==> src/rtl/quad_velocity_meter.sv <==
// Gate-window velocity meter: signed position delta of a quadrature count over back-to-back
// windows of programmable length, published with a one-cycle valid strobe.
module quad_velocity_meter #(
    parameter int unsigned CW = 14,
    parameter int unsigned GW = 24,
    parameter int unsigned VW = 16
) (
    input  logic          clk_i,
    input  logic          rst_i,
    input  logic [CW-1:0] count_i,
    input  logic          enable_i,
    input  logic [GW-1:0] gate_len_i,
    output logic [VW-1:0] vel_o,
    output logic          vel_valid_o,
    output logic          vel_sat_o,
    output logic [CW-1:0] pos_o,
    output logic [15:0]   win_cnt_o,
    output logic          busy_o
);

    localparam int unsigned WCW = 16;

    localparam logic [0:0] S_IDLE = 1'b0;
    localparam logic [0:0] S_RUN  = 1'b1;

    logic [0:0]    r_state;
    logic [GW-1:0] r_timer;
    logic [CW-1:0] r_base;
    logic [VW-1:0] r_vel;
    logic          r_valid;
    logic          r_sat;
    logic [CW-1:0] r_pos;
    logic [WCW-1:0] r_win_cnt;

    logic [0:0]     w_state_nxt;
    logic [GW-1:0]  w_timer_nxt;
    logic [CW-1:0]  w_base_nxt;
    logic [VW-1:0]  w_vel_nxt;
    logic           w_valid_nxt;
    logic           w_sat_nxt;
    logic [CW-1:0]  w_pos_nxt;
    logic [WCW-1:0] w_win_cnt_nxt;

    logic           w_gate_ok;
    logic [CW-1:0]  w_delta;
    logic           w_delta_sat;
    logic [VW-1:0]  w_delta_ext;

    assign w_gate_ok   = (gate_len_i >= GW'(2));
    assign w_delta     = count_i - r_base;
    // Outside [-2^(CW-2), 2^(CW-2)) exactly when the two top bits of the delta differ.
    assign w_delta_sat = w_delta[CW-1] ^ w_delta[CW-2];
    assign w_delta_ext = VW'($signed(w_delta));

    // State and datapath registers.
    always_ff @(posedge clk_i) begin
        if (rst_i) begin
            r_state   <= S_IDLE;
            r_timer   <= '0;
            r_base    <= '0;
            r_vel     <= '0;
            r_valid   <= 1'b0;
            r_sat     <= 1'b0;
            r_pos     <= '0;
            r_win_cnt <= '0;
        end else begin
            r_state   <= w_state_nxt;
            r_timer   <= w_timer_nxt;
            r_base    <= w_base_nxt;
            r_vel     <= w_vel_nxt;
            r_valid   <= w_valid_nxt;
            r_sat     <= w_sat_nxt;
            r_pos     <= w_pos_nxt;
            r_win_cnt <= w_win_cnt_nxt;
        end
    end

    // Next-state and window-end datapath; a window end re-arms immediately from gate_len_i.
    always_comb begin
        w_state_nxt   = r_state;
        w_timer_nxt   = r_timer;
        w_base_nxt    = r_base;
        w_vel_nxt     = r_vel;
        w_valid_nxt   = 1'b0;
        w_sat_nxt     = r_sat;
        w_pos_nxt     = r_pos;
        w_win_cnt_nxt = r_win_cnt;

        case (r_state)
            S_IDLE: begin
                if (enable_i && w_gate_ok) begin
                    w_state_nxt = S_RUN;
                    w_base_nxt  = count_i;
                    w_timer_nxt = gate_len_i - GW'(1);
                end
            end
            S_RUN: begin
                if (!enable_i) begin
                    w_state_nxt = S_IDLE;
                end else if (r_timer != '0) begin
                    w_timer_nxt = r_timer - GW'(1);
                end else begin
                    w_vel_nxt     = w_delta_ext;
                    w_sat_nxt     = w_delta_sat;
                    w_pos_nxt     = count_i;
                    w_win_cnt_nxt = r_win_cnt + WCW'(1);
                    w_valid_nxt   = 1'b1;
                    w_base_nxt    = count_i;
                    if (w_gate_ok) begin
                        w_timer_nxt = gate_len_i - GW'(1);
                    end else begin
                        w_state_nxt = S_IDLE;
                    end
                end
            end
            default: begin
                w_state_nxt = S_IDLE;
            end
        endcase
    end

    assign vel_o       = r_vel;
    assign vel_valid_o = r_valid;
    assign vel_sat_o   = r_sat;
    assign pos_o       = r_pos;
    assign win_cnt_o   = r_win_cnt;
    assign busy_o      = (r_state == S_RUN);

endmodule

==> config.mk <==
export PLATFORM = sky130hd
export DESIGN_NAME = quad_velocity_meter
export DESIGN_NICKNAME = d
export VERILOG_FILES = /design/src/rtl/quad_velocity_meter.sv
export SDC_FILE = /design/constraint.sdc
export NUM_CORES = 1
export LEC_CHECK = 0
export ABC_AREA = 1
export CORE_MARGIN = 8
export CORE_UTILIZATION = 49
export DETAILED_ROUTE_END_ITERATION = 8
export PLACE_DENSITY = 0.86
export REMOVE_ABC_BUFFERS = 1
export SYNTH_ARGS = -nofsm -noshare
export SYNTH_HDL_FRONTEND = slang
export SYNTH_SLANG_ARGS = --single-unit
==> constraint.sdc <==
create_clock -name clk_i -period 1.9 [get_ports clk_i]
set_clock_uncertainty 0.15 [all_clocks]
set_input_delay 0.38 -clock clk_i [delete_from_list [all_inputs] [get_ports clk_i]]
set_output_delay 0.38 -clock clk_i [all_outputs]
set_load 0.005 [all_outputs]
; ---- After elaboration in Yosys (flattened, before gate mapping)
; Cells that the tools add are included.
[totals]
register_bits = 85
out_inout_bits = 49
word_cells = 42
[classes]
add_sub_neg = 4
magnitude_cmp = 1
eq_ne = 4
muxes = 15
bitwise_logic = 4
n_reduce_logical = 6
[ops]
columns = operator, n
row1 = $mux 24, 4
row2 = $pmux 24 s2, 1
row3 = $sub 24x1->24 const B, 2
row4 = $mux 14, 3
row5 = $pmux 14 s2, 1
row6 = $ge 24x2->1 const B, 1
row7 = $reduce_bool 24->1, 1
row8 = $add 16x1->16 const B, 1
row9 = $sub 14x14->14, 1
row10 = $reduce_and 3->1, 3
row11 = $ne 2x2->1 const B, 3
row12 = $mux 1, 5
row13 = $ne 3x1->1 const B, 1
row14 = $not 1->1, 3
row15 = $reduce_or 3->1, 1
row16 = $pmux 1 s2, 1
row17 = $logic_and 1x1->1, 1
row18 = $xor 1x1->1, 1

; ---- Longest topological paths before layout
; Gate-level depths: netlist (run 1).
[depth]
ltp_word = 5
mapped_depth = 14
mapped_depth_nobuf = 14

; ---- Worst setup path after synthesis (run 1)
; Ideal clock, no wire load.
[synth_path]
path_kind = input-to-reg
start = input count_i[0]
end = register r_vel[12] (netlist: vel_o[12])
setup_ns = 0.116
arrival_time_ns = 1.740
t_required_ns = 1.634
setup_slack_ns = -0.106
path_stages = 13
path_buffers = 0
cell_sequence = inv_1 > ha_1 > fa_1 > inv_1 > nand3_1 > nand2_1 > nand3_1 > nand3_1 > nand2_1 > nand2_1 > nand2_1 > o211ai_1 > inv_1
[synth_between]
elab_chain_len = 1
[synth_rtl]
columns = item, line_no
row1 = start: declaration, 10  ; input logic [CW-1:0] count_i,
row2 = $sub 14x14->14, 50  ; assign w_delta = count_i - r_base;
row3 = end signal: assignment, 70  ; r_vel <= w_vel_nxt;
row4 = end: declaration, 29  ; logic [VW-1:0] r_vel;
; No other way between the ends.
; A chain may end at the register's enable or synchronous reset.

; ---- Final worst setup path (run 1)
[layout_path]
start = register r_timer[19]
end = register r_base[3]
[layout_between]
elab_chain_len = 3
[layout_rtl]
columns = item, line_no
row1 = start: declaration, 27  ; logic [GW-1:0] r_timer;
row2 = start signal: assignment, 68  ; r_timer <= w_timer_nxt;
row3 = $reduce_bool 24->1, 100  ; end else if (r_timer != '0) begin
row4 = $ne 2x2->1 (no source line), n/a
row5 = $reduce_and 3->1 (no source line), n/a
row6 = end signal: assignment, 69  ; r_base <= w_base_nxt;
row7 = end: declaration, 28  ; logic [CW-1:0] r_base;
; No other way between the ends.

==> metrics.txt, run 1 <==
status=complete, but fails checks; failing checks=setup timing; fraction of the mapped netlist area in simple logic gates=38.7%; Worst-path clk slew=60 ps; Die W=124 microns; Power per Cell Area=634 mW/mm^2; Syn. warnings=0; CTS tree=done; Top Ports=90; Crit Path Class=reg2reg; total congestion overflow=0; vias per cell=5.45; unrepaired setup endpoints after global routing=true; area share of fa/ha/maj cells after synthesis=4.30%; first-pass GRT wire length=29,200 microns; GPL Wtd Cong=0.953; Worst EP arrival=2130 ps; pin count of the biggest net entering global routing=70; Post-synth EDFFs=0; routed length per instance=16.3 microns; Mapped Cells=911; initial antenna violation count=1; area of the core=0.0114 sq mm; mux cell area share after synthesis=0%; Starting Density=50.0%; post-synth cell types=38; crit path from=r_timer[19]; DP HPWL=11,800 microns; max cap viols=0; Syn Std Cell Area=0.00571 sq mm; clock sink count=85; slowest stage delay, CP=340 ps; crit path time final=2020 ps; Final Setup Violations=21; DIE AREA=0.0154 sq mm; Post-synth ARST share=0%; share of layout cells above drive strength 1=28.2%; Worst-Margin Slew=323 ps; HP Start=win_cnt_o[14]; Layout Utilization=75.8%; fin crit share=106%; Required @ worst endpoint=2000 ps; buffers added on ports=89; top_reg_cell synth=dfxtp_1; Hold Crit Class=reg2reg; Critical Path Source Type=flip-flop; Site Rows=39; Max Clock Freq=0.494 GHz; relative slew slack=78.3%; maximum buffer depth of the clock tree=2; static leakage=4.03 nW; Compound-Gate Fraction of Synth Area=11.4%; Synth Register Bits=85; total number of vias=6,960; final worst setup slack=-123 ps; drt first pass iters=6; CP dominant cell by count=nor2_1; most common library cell in the layout ignoring fill and taps=nand2_1; Initial DRC Count=713; area grow syn2layout=51.7%; synthesized area per cell=6.26 sq um; largest family of logic cells by synthesized area=simple AND/OR/NAND/NOR gates; worst hold slack=340 ps; post-synthesis xor/xnor area fraction=5.22%; htree depth=3; crit-path cells=nor2_1, nand2_1, nor2_2, nand3_4, nor2_8, inv_4, nand2_4, buf_12, o21ai_1, nor2_1; clock root cell=clkbuf_16; CTS buffer count=9; clk_lat worst skew=350 ps; R2R Path Start=r_timer[19]; Seq/Total Area, Yosys=29.8%; Critical Path Sink Type=flip-flop; drt total wl=20,700 microns; most frequent cells in the layout=nand2_1 (189), buf_4 (130), nor2_1 (129); crit path max fanout=9; peak supply drop=0.000740 V; Hold Fails Final Rpt=0; vias in the first global route=6,501; Final nets=1,188; slowest CP cell=dfxtp_1; Global Route Usage Sum=23.3%; max-slew violations=0; DIE HEIGHT=124 microns; Final ANT Viol Nets=0; DRC Markers=0
==> cell usage after synthesis (2+ instances only) <==
| library cell | instances | share of area, % |
|---|---|---|
| a31oi_1 | 5 | 0.55 |
| nand3b_1 | 4 | 0.53 |
| nor3_1 | 13 | 1.1 |
| nand2_2 | 2 | 0.22 |
| buf_6 | 5 | 0.99 |
| or2_0 | 2 | 0.22 |
| clkbuf_1 | 7 | 0.46 |
| xnor2_1 | 14 | 2.1 |
| o21ai_1 | 22 | 1.9 |
| inv_2 | 2 | 0.13 |
| or2_2 | 3 | 0.33 |
| ha_1 | 18 | 3.9 |
| nand4_1 | 13 | 1.4 |
| buf_2 | 9 | 0.79 |
| nand2_4 | 3 | 0.59 |
| o211ai_1 | 2 | 0.26 |
| nand2_1 | 217 | 14 |
| nand3_1 | 62 | 5.4 |
| dfxtp_1 | 85 | 30 |
| nor2_2 | 25 | 2.7 |
| buf_4 | 6 | 0.79 |
| o21ai_0 | 53 | 4.6 |
| buf_1 | 3 | 0.20 |
| xor2_1 | 20 | 3.1 |
| a21oi_1 | 42 | 3.7 |
| inv_1 | 109 | 7.2 |
| nor2_4 | 3 | 0.59 |
| nor2_1 | 152 | 10 |
==> power breakdown <==
group	switching, mW	leakage (nW)	total, mW	internal (mW)
registers	0.0802	0.700	1.94	1.86
clock network	0.734	0.147	1.81	1.08
logic	0.960	3.18	1.73	0.772
==> layer usage <==
layer	global-route usage (%)	part of all wire (%)	vias up
li1	-	-	3328
met1	27.0	39	3147
met2	40.9	49	394
met3	4.17	8.1	91
met4	10.9	4.4	0
met5	0	0	-
==> state kept, by name, indices dropped and copies added (netlist names) <==
signal       cells
win_cnt_o       16
busy_o           1
r_timer         24
vel_sat_o        1
vel_o           14
r_base          14
vel_valid_o      1
pos_o           14
==> critical path, delay by kind of cell (launching register included) <==
family / cells / cell delay [ps]
buffers and inverters: 2 / 190
AOI/OAI and AO/OA: 1 / 110
and+or+nand+nor: 7 / 1150
DFF: 1 / 340
==> final timing paths <==
| kind | end | depth (start not counted) | slack [ps] |
|---|---|---|---|
| min reg2reg | win_cnt_o[14] | 2 | 340 |
| max | r_base[3] | 10 | -120 |
| min | win_cnt_o[14] | 2 | 340 |
| max reg2reg | r_base[3] | 10 | -120 |
==> area by class of cell <==
type	instances	area (sq um)
Multi-Input combinational cell	684	3900
Fill cell	719	2760
Timing Repair Buffer	236	2130
Sequential cell	85	1720
Inverter	112	428
Clock buffer	11	253
Tap cell	143	179
Clock inverter	4	47.5
Antenna cell	1	2.50
==> logic make-up after synthesis <==
kind of cell / after synthesis
AO/OA/AOI/OAI: 126
XOR/XNOR: 34
adder cells (fa/ha/maj): 19
buffers and inverters: 142
flip-flops: 85
AND/OR/NAND/NOR: 505
==> timing repair <==
action,in CTS,in global routing
buffers inserted,15,12
hold endpoints to repair,0,0
hold buffers,0,0
endpoints found under the setup margin,53,82
pin swaps,30,53
gates cloned,2,2
gates resized for setup,86,125
==> through the flow <==
step	area, sq um	power [mW]	cells	setup slack (ps)	TNS [ps]
finish	8660	5.49	1276	-123	-648
global route	8660	5.70	1276	-154	-3990
CTS	8190	5.17	1261	1.71	0
detailed placement	7540	3.30	1229	-733	-25440
global placement	7540	3.27	1229	-654	-22150
floorplan	5520	2.71	881	-320	-10160
Power figures use the tool's default switching activity.
==> inputs of run 2 (changes only) <==
- CORE_MARGIN: 8 -> unset
- SETUP_SLACK_MARGIN: unset -> 0.15
==> run 2 against run 1 <==
Compared with the run above:
- critical path type unchanged
- the run still ends with setup timing left
- die area fell by 21%
- core utilization rose by 6.4 points
- final area rose by 7.9%
- sequential share of layout area fell by 0.99 points
- clock-buffer cell count did not move
- first-iteration DRC count rose by 34%
- global-route usage rose by 11 points
- via count rose by 12%
- sequential power barely moved
- worst hold slack got worse by 93 ps
==> metrics.txt, run 2 (synthesis results as in run 1) <==
setup tns final=-1100 ps (-448 ps); Critical Path Source Type=flip-flop; Required @ worst endpoint=1990 ps (about the same); htree depth=3 (unchanged); routed wl met2=12,100 microns (+19%); relative slew slack=69.9% (-8.4 points); Top Family by Delay on Critical Path=simple AND/OR/NAND/NOR gates; initial antenna violation count=0 (-1); static leakage=4.53 nW (+13%); worst hold slack=248 ps (-92.8 ps); Crit Path Class=reg2reg; failing checks=setup timing; drt first pass iters=6 (unchanged); buffers added on ports=89 (unchanged); vias per cell=6.06 (+11%); DP HPWL=11,600 microns (-1.5%); Critical Path Sink Type=flip-flop; DRC Markers=0 (unchanged); Worst-Margin Slew=448 ps (+125 ps); slowest CP cell=dfxtp_1; first-pass GRT wire length=31,900 microns (+9.0%); Global Route Usage Sum=33.8% (+11 points); max-slew violations=0 (unchanged); GPL Wtd Cong=0.891 (-6.5%); Starting Density=50.2% (+0.21 points); maximum buffer depth of the clock tree=2 (unchanged); number of hold buffers added after CTS=0 (unchanged); routed length per instance=19.7 microns (+21%); Initial DRC Count=952 (+34%); Hold Crit Class=in2reg; worst path bufs/invs=2 (unchanged); most frequent cells in the layout=nand2_1 (163), buf_4 (131), nor2_1 (114); clock sink count=85 (unchanged); most common library cell in the layout ignoring fill and taps=nand2_1; CTS tree=done; Top Layer Used=met4; slowest stage delay, CP=340 ps (about the same); Site Rows=39 (unchanged); unrepaired setup endpoints after global routing=true; Hold Fails Final Rpt=0 (unchanged); fillers=586 (-18%); final worst setup slack=-135 ps (-11.8 ps); CP dominant cell by count=nand2_1; Max Clock Freq=0.491 GHz (-0.58%); Top Ports=90 (unchanged); Worst EP arrival=2130 ps (about the same); clock root cell=clkbuf_16; total number of vias=7,812 (+12%); clk_lat worst skew=360 ps (about the same); pin count of the biggest net entering global routing=53 (-24%); DIE AREA=0.0121 sq mm (-21%); Layout Utilization=82.2% (+6.4 points); largest reg by FF count=r_timer; area of the core=0.0114 sq mm (-0.43%); Power per Cell Area=633 mW/mm^2 (-0.15%); peak supply drop=0.000562 V (-24%); max cap viols=0 (unchanged); max reg flops=24 (unchanged); DIE HEIGHT=110 microns (-11%); Post-DP Area=0.00758 sq mm (+0.50%); crit path max fanout=3 (-6); M1 WL=8740 microns (+8.9%); # diodes=0 (-1); Final ANT Viol Nets=0 (unchanged); crit path time final=2040 ps (+11.8 ps); CTS buffer count=9 (unchanged); Die W=110 microns (-11%); total congestion overflow=0 (unchanged); crit-path cells=inv_1, ha_4, a21oi_1, nand2_1, a21oi_4, nand2_4, nand2_1, nand2_1, nand2_1, nand3_1, nand2_1, inv_1; area grow syn2layout=63.8%; drt total wl=25,400 microns (+22%); metal3 WL=2480 microns (+48%); final non-filler cell area=0.00935 sq mm (+7.9%); share of layout cells above drive strength 1=36.7% (+8.6 points); Final Setup Violations=34 (+62%); status=complete, but fails checks; DP Worst Slack=-746 ps (-12.9 ps); fin crit share=107% (+0.62 points); vias in the first global route=7,011 (+7.8%); Worst-path clk slew=70 ps (about the same); Final nets=1,202 (+1.2%)
-- run 2: cell count changes in the layout (fill, tap and decap cells not counted), sizes merged --
cell / change
clkdlybuf4s50: -18
dlygate4sd2: +12
buf: +16
dlymetal6s2s: +10
clkdlybuf4s15: -3
clkinv: -2
diode: -1
bufinv: +1
inv: +1
clkbuf: -3
-- run 2: final timing paths --
kind / startpoint / to / slack, ps / depth (start not counted)
worst max-delay path: r_base[12] / vel_sat_o / -140 / 12
worst min-delay path: count_i[7] / r_base[7] / 250 / 3
worst max register to register: r_base[12] / vel_sat_o / -140 / 12
worst min register to register: vel_o[12] / vel_o[12] / 350 / 2
-- run 2: per-layer routing --
layer  global-route usage, %  vias to the layer above
met5                       0                        -
met4                    25.1                        0
met3                    6.52                      258
met2                    56.8                      677
met1                    38.0                     3516
li1                        -                     3361
-- run 2: repair_timing --
item	CTS	global route
gates cloned	5	1
gates resized for setup	207	173
setup endpoints to repair	105	102
hold endpoints to repair	0	0
buffers inserted	25	9
pin swaps	52	49
-- run 2: final cells by class --
cell class | count | area, sq um | share of cell area [%]
clock buffer | 11 | 243 | 2.60
clock inverter | 4 | 72.6 | 0.777
inverter | 112 | 435 | 4.66
multi-input combinational | 684 | 4310 | 46.1
sequential | 85 | 1770 | 18.9
tap | 143 | 179 | 1.91
timing repair buffer | 250 | 2340 | 25.1
-- run 2: stage by stage --
step,cells,total power [mW]
6_report,1289,5.91
5_1_grt,1289,6.09
4_1_cts,1279,5.42
3_5_place_dp,1234,3.30
3_3_place_gp,1234,3.27
2_1_floorplan,881,2.71
-- run 2: report_power, final --
part / total (mW) / switching (mW) / internal (mW)
Combinational: 2.04 / 1.17 / 0.868
Clock: 1.94 / 0.765 / 1.18
Sequential: 1.93 / 0.0811 / 1.85
Total: 5.91 / 2.01 / 3.90
-- run 2: worst reg2reg max path, stage by stage, from the launching register on --
cell     delay (ps)
dfxtp_1         340
inv_1           110
ha_4            270
a21oi_1         190
nand2_1         150
a21oi_4         220
nand2_4          90
nand2_1          70
nand2_1          80
nand2_1          90
nand3_1          80
nand2_1          60
inv_1            50
